## src/rtl/rv32i_mem_pkg.sv

```systemverilog
// rtl/rv32i_mem_pkg.sv - shared types and constants for the rv32i memory arbiter
package rv32i_mem_pkg;

  // Width of the fetch starvation counter; limits the usable STARVE_LIMIT to 15.
  localparam int STARVE_W = 4;

  // Who owns the memory response arriving in the cycle after a grant.
  typedef enum logic [1:0] {
    OWN_NONE = 2'd0,
    OWN_I    = 2'd1,
    OWN_D_RD = 2'd2,
    OWN_D_WR = 2'd3
  } owner_e;

  // Canonical RV32I no-op (addi x0, x0, 0).
  localparam logic [31:0] RV32I_NOP = 32'h0000_0013;

endpackage

```

## src/rtl/rv32i_arb_starve.sv

```systemverilog
// rtl/rv32i_arb_starve.sv - fetch starvation counter and priority override
module rv32i_arb_starve
  import rv32i_mem_pkg::*;
#(
  parameter int unsigned STARVE_LIMIT = 4
) (
  input  logic clk,
  input  logic rst,
  input  logic i_req,
  input  logic i_gnt,
  output logic i_prio
);

  localparam logic [STARVE_W-1:0] LIMIT = STARVE_W'(STARVE_LIMIT);

  logic [STARVE_W-1:0] cnt_q;
  logic [STARVE_W-1:0] cnt_d;

  // Count denied fetch cycles, saturating at the limit; a fetch grant clears it.
  always_comb begin
    cnt_d = cnt_q;
    if (i_gnt) begin
      cnt_d = '0;
    end else if (i_req && (cnt_q != LIMIT)) begin
      cnt_d = cnt_q + 1'b1;
    end
  end

  // Counter register, cleared asynchronously.
  always_ff @(posedge clk or negedge rst) begin
    if (!rst) begin
      cnt_q <= '0;
    end else begin
      cnt_q <= cnt_d;
    end
  end

  // Once fetch has waited the full limit it wins the next arbitration.
  assign i_prio = i_req && (cnt_q == LIMIT);

endmodule

```

## src/rtl/rv32i_mem_arbiter.sv

```systemverilog
// rtl/rv32i_mem_arbiter.sv - single-port memory arbiter between fetch and data ports
module rv32i_mem_arbiter
  import rv32i_mem_pkg::*;
#(
  parameter int unsigned STARVE_LIMIT = 4,
  parameter int unsigned ADDR_W       = 32
) (
  input  logic              clk,
  input  logic              rst,
  input  logic              i_req,
  input  logic [ADDR_W-1:0] i_addr,
  input  logic              i_flush,
  output logic              i_gnt,
  output logic              i_rvalid,
  output logic [31:0]       i_rdata,
  input  logic              d_req,
  input  logic              d_we,
  input  logic [ADDR_W-1:0] d_addr,
  input  logic [31:0]       d_wdata,
  output logic              d_gnt,
  output logic              d_rvalid,
  output logic [31:0]       d_rdata,
  output logic              d_err,
  output logic              mem_read,
  output logic              mem_write,
  output logic [ADDR_W-1:0] mem_addr,
  output logic [31:0]       mem_wdata,
  input  logic [31:0]       mem_rdata
);

  logic   i_prio;
  logic   d_aligned;
  owner_e owner_q, owner_d;
  logic   err_q, err_d;

  // Fetch addresses are word-aligned by construction; the low bits carry nothing.
  logic   unused_i_addr_lsb;
  assign unused_i_addr_lsb = ^i_addr[1:0];

  assign d_aligned = (d_addr[1:0] == 2'b00);

  rv32i_arb_starve #(
    .STARVE_LIMIT(STARVE_LIMIT)
  ) u_starve (
    .clk   (clk),
    .rst   (rst),
    .i_req (i_req),
    .i_gnt (i_gnt),
    .i_prio(i_prio)
  );

  // Data wins unless fetch has starved; a misaligned data access leaves the port free for fetch.
  always_comb begin
    d_gnt = rst & d_req & ~i_prio;
    i_gnt = rst & i_req & (~d_gnt | ~d_aligned);
  end

  // Drive the memory port from whichever request actually uses it this cycle.
  always_comb begin
    mem_read  = 1'b0;
    mem_write = 1'b0;
    mem_addr  = '0;
    mem_wdata = '0;
    if (d_gnt && d_aligned) begin
      mem_read  = ~d_we;
      mem_write = d_we;
      mem_addr  = d_addr;
      mem_wdata = d_we ? d_wdata : 32'h0;
    end else if (i_gnt) begin
      mem_read  = 1'b1;
      mem_addr  = {i_addr[ADDR_W-1:2], 2'b00};
    end
  end

  // Record who owns next cycle's response; a misaligned data access only raises the error flag.
  always_comb begin
    owner_d = OWN_NONE;
    err_d   = d_gnt & ~d_aligned;
    if (d_gnt && d_aligned) begin
      owner_d = d_we ? OWN_D_WR : OWN_D_RD;
    end else if (i_gnt) begin
      owner_d = OWN_I;
    end
  end

  // Response ownership registers; reset drops any response in flight.
  always_ff @(posedge clk or negedge rst) begin
    if (!rst) begin
      owner_q <= OWN_NONE;
      err_q   <= 1'b0;
    end else begin
      owner_q <= owner_d;
      err_q   <= err_d;
    end
  end

  // Steer the memory read data to its owner; unselected data is zero.
  always_comb begin
    i_rvalid = (owner_q == OWN_I) & ~i_flush;
    i_rdata  = (owner_q == OWN_I) ? mem_rdata : 32'h0;
    d_rvalid = (owner_q == OWN_D_RD) | (owner_q == OWN_D_WR) | err_q;
    d_err    = err_q;
    d_rdata  = (owner_q == OWN_D_RD) ? mem_rdata : 32'h0;
  end

endmodule

```

## config.mk

```make
export PLATFORM = sky130hd
export DESIGN_NAME = rv32i_mem_arbiter
export DESIGN_NICKNAME = d
export VERILOG_FILES = /design/src/rtl/rv32i_mem_pkg.sv /design/src/rtl/rv32i_arb_starve.sv /design/src/rtl/rv32i_mem_arbiter.sv
export SDC_FILE = /design/constraint.sdc
export NUM_CORES = 1
export LEC_CHECK = 0
export ABC_AREA = 0
export CAP_MARGIN = 10
export CORE_AREA = 3 3 103 105
export CTS_CLUSTER_SIZE = 30
export DETAILED_ROUTE_END_ITERATION = 10
export DIE_AREA = 0 0 106 108
export PLACE_DENSITY = 0.78
export SKIP_LAST_GASP = 1
export SYNTH_ARGS = -nofsm -noshare
export SYNTH_HDL_FRONTEND = slang
export SYNTH_SLANG_ARGS = --single-unit
export TNS_END_PERCENT = 5
```

## constraint.sdc

```tcl
create_clock -name clk -period 3.2 [get_ports clk]
set_input_delay 0.64 -clock clk [delete_from_list [all_inputs] [get_ports clk]]
set_output_delay 0.64 -clock clk [all_outputs]
set_load 0.01 [all_outputs]
```

==> results by group, run 1 <==
Final layout
  • Layout cells sized above 1: 0.111
  • Most frequent cells in the layout: 262 x clkdlybuf4s50_1, 66 x and2_1, 64 x and3_1
  • Post-layout util: 0.484
  • Nets: 623
  • Most common cell after layout, fill and taps aside: clkdlybuf4s50_1
  • Area grow syn2layout: 164%
  • Diode count: 0

Die
  • Ports: 269
  • Die height: 108 um
  • Initial Utilization: 0.184
  • Total core area: 9730 um^2
  • Die width: 106 um
  • Num rows: 36
  • Die Area: 11,400 um^2

STA
  • Unrepaired setup endpoints after global routing: true
  • Hold slack final: 0.554 ns
  • Slew Viols, Final: 0
  • Final worst path period share: 1.02
  • Final number of hold-violating endpoints: 0
  • Final WS setup: -0.0491 ns
  • # setup viols final: 16
  • Worst clock skew: 0.00144 ns
  • Period minus WS final: 3.25 ns
  • Achievable frequency: 308 MHz

Critical path
  • R2R Setup Slk: 1.22 ns
  • Critical path class: in2out
  • Critical Path AT: 2.61 ns
  • Number of cell instances on the worst register-to-register path: 8
  • Reg-to-Reg Start: u_starve.cnt_q[0]
  • Critical Path RT: 2.56 ns
  • Crit path max fanout: 14
  • Reg-to-Reg End: owner_q[0]
  • Crit end category: output pin
  • CP startpoint kind: input port

Power and ir drop
  • Leak: 2.16 nW
  • Gate power share: 0.661
  • Flop pwr share: 0.163
  • Switching Power: 0.218 mW
  • Peak VDD IR: 0.000121 V
  • Clock Power Share: 0.176
  • Internal Power: 0.509 mW
  • Switching share of power: 0.299
  • Pwr Density: 154 nW/um^2
  • Total power: 0.727 mW

Detailed routing
  • Remaining antenna violation count: 0
  • Met1 Wirelength: 3510 um
  • Final WL: 9210 um
  • Drt drc: 0
  • Vias per std cell: 4.15
  • Met3 wire length: 680 um
  • Routed len/inst: 14.9 um
  • Met2 routed WL: 4930 um
  • Max layer used: met4
  • DR vias: 2,571
  • Drt first pass iters: 4
  • First DRT Iteration DRCs: 67

Synth
  • Post-synthesis cell count: 226
  • Cell variety after synth: 32
  • Dominant cell type by area after synthesis: and2_1
  • Syn Std Cell Area: 1790 um^2
  • Dominant cells by area after synthesis: and2_1 23%, and3_1 22%, mux2_4 22%
  • Synth Register Bits: 7
  • Mapped Avg Cell Area: 7.91 um^2
  • Synth top area share: 0.231
  • Sequential cell area fraction in the yosys report: 0.0980
  • Syn. warnings: 0

Global route
  • Gr usage total: 0.141
  • Vias in the first global route: 2,535
  • Largest net degree at the start of global routing: 40
  • First-pass GRT wire length: 13,200 um
  • Grt ovf: 0
  • Initial antenna violation count: 0

Worst hold path
  • Worst hold path stage count: 1
  • HP Class: reg2reg
  • Worst Hold Path EP: u_starve.cnt_q[0]
  • Worst Hold Launch: u_starve.cnt_q[0]

Clock tree
  • Hold_buf cts: 0
  • Clock sinks: 7
  • CTS H-tree lvls: 1
  • Root buf cell: clkbuf_8
  • Clock tree buffer depth: 2
  • CTS tree: done
  • Clock edge transition at the registers on the reported setup and hold paths: 0.04 ns
  • Cts bufs inserted: 3
  • Clk_lat worst skew: 0.23 ns

Outcome
  • Status: finished with violations
  • Failing checks: negative setup slack

Placement
  • Final GP Congestion: 0.748
  • PortBufs: 264
  • DP HPWL: 7670 um

Job
  • Maxcap violations: 0
==> worst max-delay path by stage <==
stage	slack, ns	end	startpoint	cells past startpoint
finish	-0.05	mem_addr[12]	i_req	7
detailed placement	-0.07	mem_addr[2]	i_req	6
global route	-0.11	mem_wdata[28]	d_addr[1]	8
global placement	-0.05	mem_addr[31]	i_req	6
floorplan	0.98	mem_addr[10]	d_addr[0]	4
CTS	-0.08	mem_addr[31]	i_req	6
==> metal layers <==
metal / global-route usage / up-vias
met3: 0.0299 / 8
li1: - / 1294
met5: 0 / -
met1: 0.161 / 1146
met2: 0.271 / 123
met4: 0.0259 / 0
==> cell usage after synthesis <==
cell	instances
nand3b_1	1
o2bb2ai_1	1
conb_1	1
inv_1	3
a211oi_1	1
mux2_2	5
a22oi_1	1
o21ai_0	1
buf_2	1
clkbuf_2	2
inv_2	1
nor2b_1	4
dfrtp_1	7
nand4_4	1
nor2_1	2
and3_1	64
a21oi_1	3
mux2i_1	1
or3_1	1
nand4_1	1
mux2_4	26
ha_1	2
and2_1	66
nand4b_1	1
clkbuf_1	16
nand2_1	2
a21boi_0	1
nand3_1	2
a2bb2oi_1	1
or2_2	1
buf_6	3
buf_4	3
==> layout make-up <==
class,instances,area [um^2]
clock buffer,4,45.0
fill,925,5020
inverter,4,15.0
multi-input combinational,191,1470
sequential,7,175
tap,133,166
timing repair buffer,280,2840
==> cells by family (layout without fill, tap and decap cells) <==
family	Yosys count	in the layout	synth area share
simple gates	146	146	0.515
mux	32	32	0.256
buf+inv	29	288	0.0819
compound gates	9	9	0.0336
flops	7	7	0.0980
fa+ha+maj	2	2	0.0140
other cells	1	2	0.00210
==> through the flow <==
| step | setup slack [ns] | instances | area, um^2 | TNS (ns) |
|---|---|---|---|---|
| after floorplan | 0.977 | 227 | 1790 | 0 |
| after global placement | -0.0485 | 612 | 4600 | -1.01 |
| after detailed placement | -0.0694 | 612 | 4600 | -1.54 |
| after CTS | -0.0842 | 616 | 4650 | -0.831 |
| after global routing | -0.114 | 619 | 4710 | -3.75 |
| final | -0.0491 | 619 | 4710 | -0.523 |
==> timing repair <==
item | in CTS | in global routing
setup buffers | 0 | 2
endpoints found under the setup margin | 60 | 60
cloned | 0 | 1
pin swaps | 0 | 1
resized for setup | 1 | 2
endpoints found under the hold margin | 0 | 0
==> state kept, by name, indices dropped and copies added, names as in the netlist <==
signal / cells
d_err: 1
u_starve.cnt_q: 4
owner_q: 2
==> power by group through the flow <==
stage / Combinational, mW / Clock, mW / Sequential (mW)
after floorplan: 0.174 / 0 / 0.115
after global placement: 0.466 / 0 / 0.117
after detailed placement: 0.477 / 0 / 0.119
after CTS: 0.479 / 0.130 / 0.117
after global routing: 0.516 / 0.134 / 0.119
final: 0.481 / 0.128 / 0.119
==> critical path, cell delays in order <==
cell             delay (ns)
clkdlybuf4s50_1        0.50
nand4b_1               0.20
nand4_4                0.17
buf_12                 0.12
clkbuf_16              0.18
mux2_4                 0.31
clkdlybuf4s50_1        0.49
(Power assumes the default switching activity.)
==> run 2: changes to the inputs <==
--- a/config.mk
+++ b/config.mk
@@ -7,11 +7,12 @@
 export LEC_CHECK = 0
 export ABC_AREA = 0
 export CAP_MARGIN = 10
-export CORE_AREA = 3 3 103 105
+export CORE_AREA = 3 3 105 107
 export CTS_CLUSTER_SIZE = 30
 export DETAILED_ROUTE_END_ITERATION = 10
-export DIE_AREA = 0 0 106 108
-export PLACE_DENSITY = 0.78
+export DIE_AREA = 0 0 108 110
+export PLACE_DENSITY = 0.76
+export SETUP_SLACK_MARGIN = 0.3
 export SKIP_LAST_GASP = 1
 export SYNTH_ARGS = -nofsm -noshare
 export SYNTH_HDL_FRONTEND = slang
==> constraint.sdc (replaced) <==
create_clock -name clk -period 3.3 [get_ports clk]
set_input_delay 0.66 -clock clk [delete_from_list [all_inputs] [get_ports clk]]
set_output_delay 0.66 -clock clk [all_outputs]
set_load 0.01 [all_outputs]
==> run 2 against run 1 <==
Against the previous run:
- the flow now finishes without violations
- critical path depth unchanged
- setup slack improved by 0.14 ns
- largest power group unchanged
- non-clock buffer count increased by 2
- largest cell class unchanged
- cell count rose by 0.81%
- highest routed layer unchanged
- via count is 1.6% higher
- global-route usage down 0.89 points
- register-to-register slack gained 0.03 ns
- clock skew is essentially flat
- flip-flop and latch count unchanged
==> results by group, run 2 (synthesis results as in run 1) <==
Outcome
  • Status: complete, no violations (was finished with violations)

STA
  • Slew Viols, Final: 0 (unchanged)
  • Setup_tns: 0 ns (was -0.523 ns)
  • Final worst path period share: 0.971
  • Period minus WS final: 3.20 ns
  • Final number of hold-violating endpoints: 0 (unchanged)
  • Worst clock skew: 0.00134 ns (was 0.00144 ns)
  • Unrepaired setup endpoints after global routing: true (unchanged)
  • Achievable frequency: 312 MHz
  • # setup viols final: 0 (was 16)
  • Final WS setup: 0.0954 ns (was -0.0491 ns)

Placement
  • PortBufs: 264 (unchanged)
  • Final GP Congestion: 0.785 (was 0.748)
  • Post-Place Worst Slack: -0.118 ns (was -0.0694 ns)
  • DP HPWL: 7630 um (was 7670 um)

Final layout
  • Diode count: 0 (unchanged)
  • Most frequent cells in the layout: 233 x clkdlybuf4s50_1, 66 x and2_1, 64 x and3_1 (was 262 x clkdlybuf4s50_1, 66 x and2_1, 64 x and3_1)
  • Fill cells: 970 (was 925)
  • Nets: 625 (was 623)
  • Max FFs per register: 4 (unchanged)
  • Area grow syn2layout: 164% (about the same)
  • Most flop-heavy register: u_starve.cnt_q (unchanged)
  • Most common cell after layout, fill and taps aside: clkdlybuf4s50_1 (unchanged)
  • Layout cells sized above 1: 0.117 (was 0.111)

Clock tree
  • Hold_buf cts: 0 (unchanged)
  • Root buf cell: clkbuf_8 (unchanged)
  • Clock sinks: 7 (unchanged)
  • Clock edge transition at the registers on the reported setup and hold paths: 0.04 ns (about the same)
  • CTS tree: done (unchanged)
  • Clock tree buffer depth: 2 (unchanged)
  • CTS H-tree lvls: 1 (unchanged)
  • Clk_lat worst skew: 0.23 ns (about the same)
  • Cts bufs inserted: 3 (unchanged)

Critical path
  • Slowest CP cell: clkdlybuf4s50_1 (unchanged)
  • Reg-to-Reg End: owner_q[0] (unchanged)
  • R2R Setup Slk: 1.25 ns (was 1.22 ns)
  • CP cell instances: clkdlybuf4s50_1 -> nand4b_1 -> nand4_4 -> buf_12 -> buf_12 -> mux2_4 -> clkdlybuf4s50_1 (was clkdlybuf4s50_1 -> nand4b_1 -> nand4_4 -> buf_12 -> clkbuf_16 -> mux2_4 -> clkdlybuf4s50_1)
  • Number of cell instances on the worst register-to-register path: 8 (unchanged)
  • CP startpoint kind: input port (unchanged)
  • Crit end category: output pin (unchanged)
  • Critical Path AT: 2.54 ns (was 2.61 ns)
  • Crit-path max cell delay: 0.49 ns (was 0.50 ns)
  • Reg-to-Reg Start: u_starve.cnt_q[0] (unchanged)
  • Critical path class: in2out (unchanged)
  • Critical Path RT: 2.64 ns (was 2.56 ns)
  • Crit path max fanout: 9 (was 14)

Detailed routing
  • Routed len/inst: 14.7 um (was 14.9 um)
  • Drt drc: 0 (unchanged)
  • Remaining antenna violation count: 0 (unchanged)
  • Vias per std cell: 4.19 (was 4.15)
  • Final WL: 9150 um (was 9210 um)
  • First DRT Iteration DRCs: 105 (was 67)
  • DR vias: 2,612 (was 2,571)
  • Drt first pass iters: 4 (unchanged)

Global route
  • Grt ovf: 0 (unchanged)
  • First-pass GRT wire length: 12,800 um (was 13,200 um)
  • Gr usage total: 0.132 (was 0.141)
  • Met1 Use GR: 0.148 (was 0.161)
  • Initial antenna violation count: 0 (unchanged)
  • Met2 Resource Use GR: 0.258 (was 0.271)
  • M3 GR Usage: 0.0379 (was 0.0299)
  • Largest net degree at the start of global routing: 40 (unchanged)
  • Most crowded layer after global routing: met2 (unchanged)
  • Vias in the first global route: 2,478 (was 2,535)

Die
  • Die height: 110 um (was 108 um)
  • Total core area: 10,200 um^2 (was 9730 um^2)
  • Die Area: 11,900 um^2 (was 11,400 um^2)
  • Die width: 108 um (was 106 um)
  • Ports: 269 (unchanged)
  • Initial Utilization: 0.175 (was 0.184)
  • Num rows: 37 (was 36)

Power and ir drop
  • Pwr Density: 147 nW/um^2 (was 154 nW/um^2)
  • Peak VDD IR: 0.000116 V (was 0.000121 V)
  • Leak: 2.31 nW (was 2.16 nW)

Worst hold path
  • Worst Hold Launch: u_starve.cnt_q[0] (unchanged)
  • HP Class: reg2reg (unchanged)
  • Worst hold path stage count: 1 (unchanged)
  • Worst Hold Path EP: u_starve.cnt_q[0] (unchanged)

Job
  • Maxcap violations: 0 (unchanged)
## run 2: cell count changes in the layout (fill, tap and decap cells not counted)
cell	delta
inv_2	-1
nor2b_2	+1
dlymetal6s2s_1	+1
inv_8	+1
buf_4	+1
clkbuf_16	-1
nor2b_1	-1
bufbuf_16	+1
dlygate4sd2_1	+28
buf_12	+1
clkdlybuf4s50_1	-29
## run 2: layout make-up
cell class	instances	area, um^2	share of cell area
Sequential cell	7	175	0.0371
Inverter	4	22.5	0.00477
Multi-Input combinational cell	191	1470	0.312
Timing Repair Buffer	282	2840	0.601
Clock buffer	4	45.0	0.00953
Tap cell	136	170	0.0360
## run 2: worst max-delay path by stage
stage | from | to | cells past startpoint
after detailed placement | d_addr[0] | mem_wdata[8] | 6
final | i_req | mem_addr[11] | 7
after global routing | i_req | mem_addr[11] | 7
after CTS | i_req | mem_addr[14] | 7
after floorplan | d_addr[0] | mem_addr[10] | 4
after global placement | d_addr[0] | mem_wdata[8] | 6
## run 2: repair_timing
| action | 4_1_cts | 5_1_grt |
|---|---|---|
| resized for setup | 32 | 3 |
| setup endpoints to repair | 65 | 64 |
| hold endpoints to repair | 0 | 0 |
| cloned | 1 | 0 |
| setup buffers | 5 | 1 |
| pin swaps | 2 | 0 |
## run 2: metal layers
metal  wire (um)  share of wire
met1        3260           0.36
met2        4910           0.54
met3         949           0.10
met4          36         0.0039
met5           0              0
## run 2: stage by stage
step	hold slack [ns]	cell area, um^2	utilization	instances	power [mW]
after floorplan	0.364	1790	-	227	0.280
after global placement	0.542	4590	0.449	613	0.564
after detailed placement	0.543	4590	0.449	613	0.575
after CTS	0.558	4710	0.460	623	0.700
after global routing	0.575	4720	0.462	624	0.740
final	0.559	4720	0.462	624	0.695
## run 2: where the power goes
group	internal (mW)	total (mW)	switching, mW	leakage, nW
Sequential	0.100	0.114	0.0144	0.0929
Clock	0.0839	0.124	0.0405	0.0228
Combinational	0.301	0.456	0.155	2.19
Total	0.485	0.695	0.210	2.31
## run 2: critical path, delay by kind of cell
family,cells,cell delay (ns)
and+or+nand+nor,2,0.37
buffers and inverters,4,1.21
muxes,1,0.30
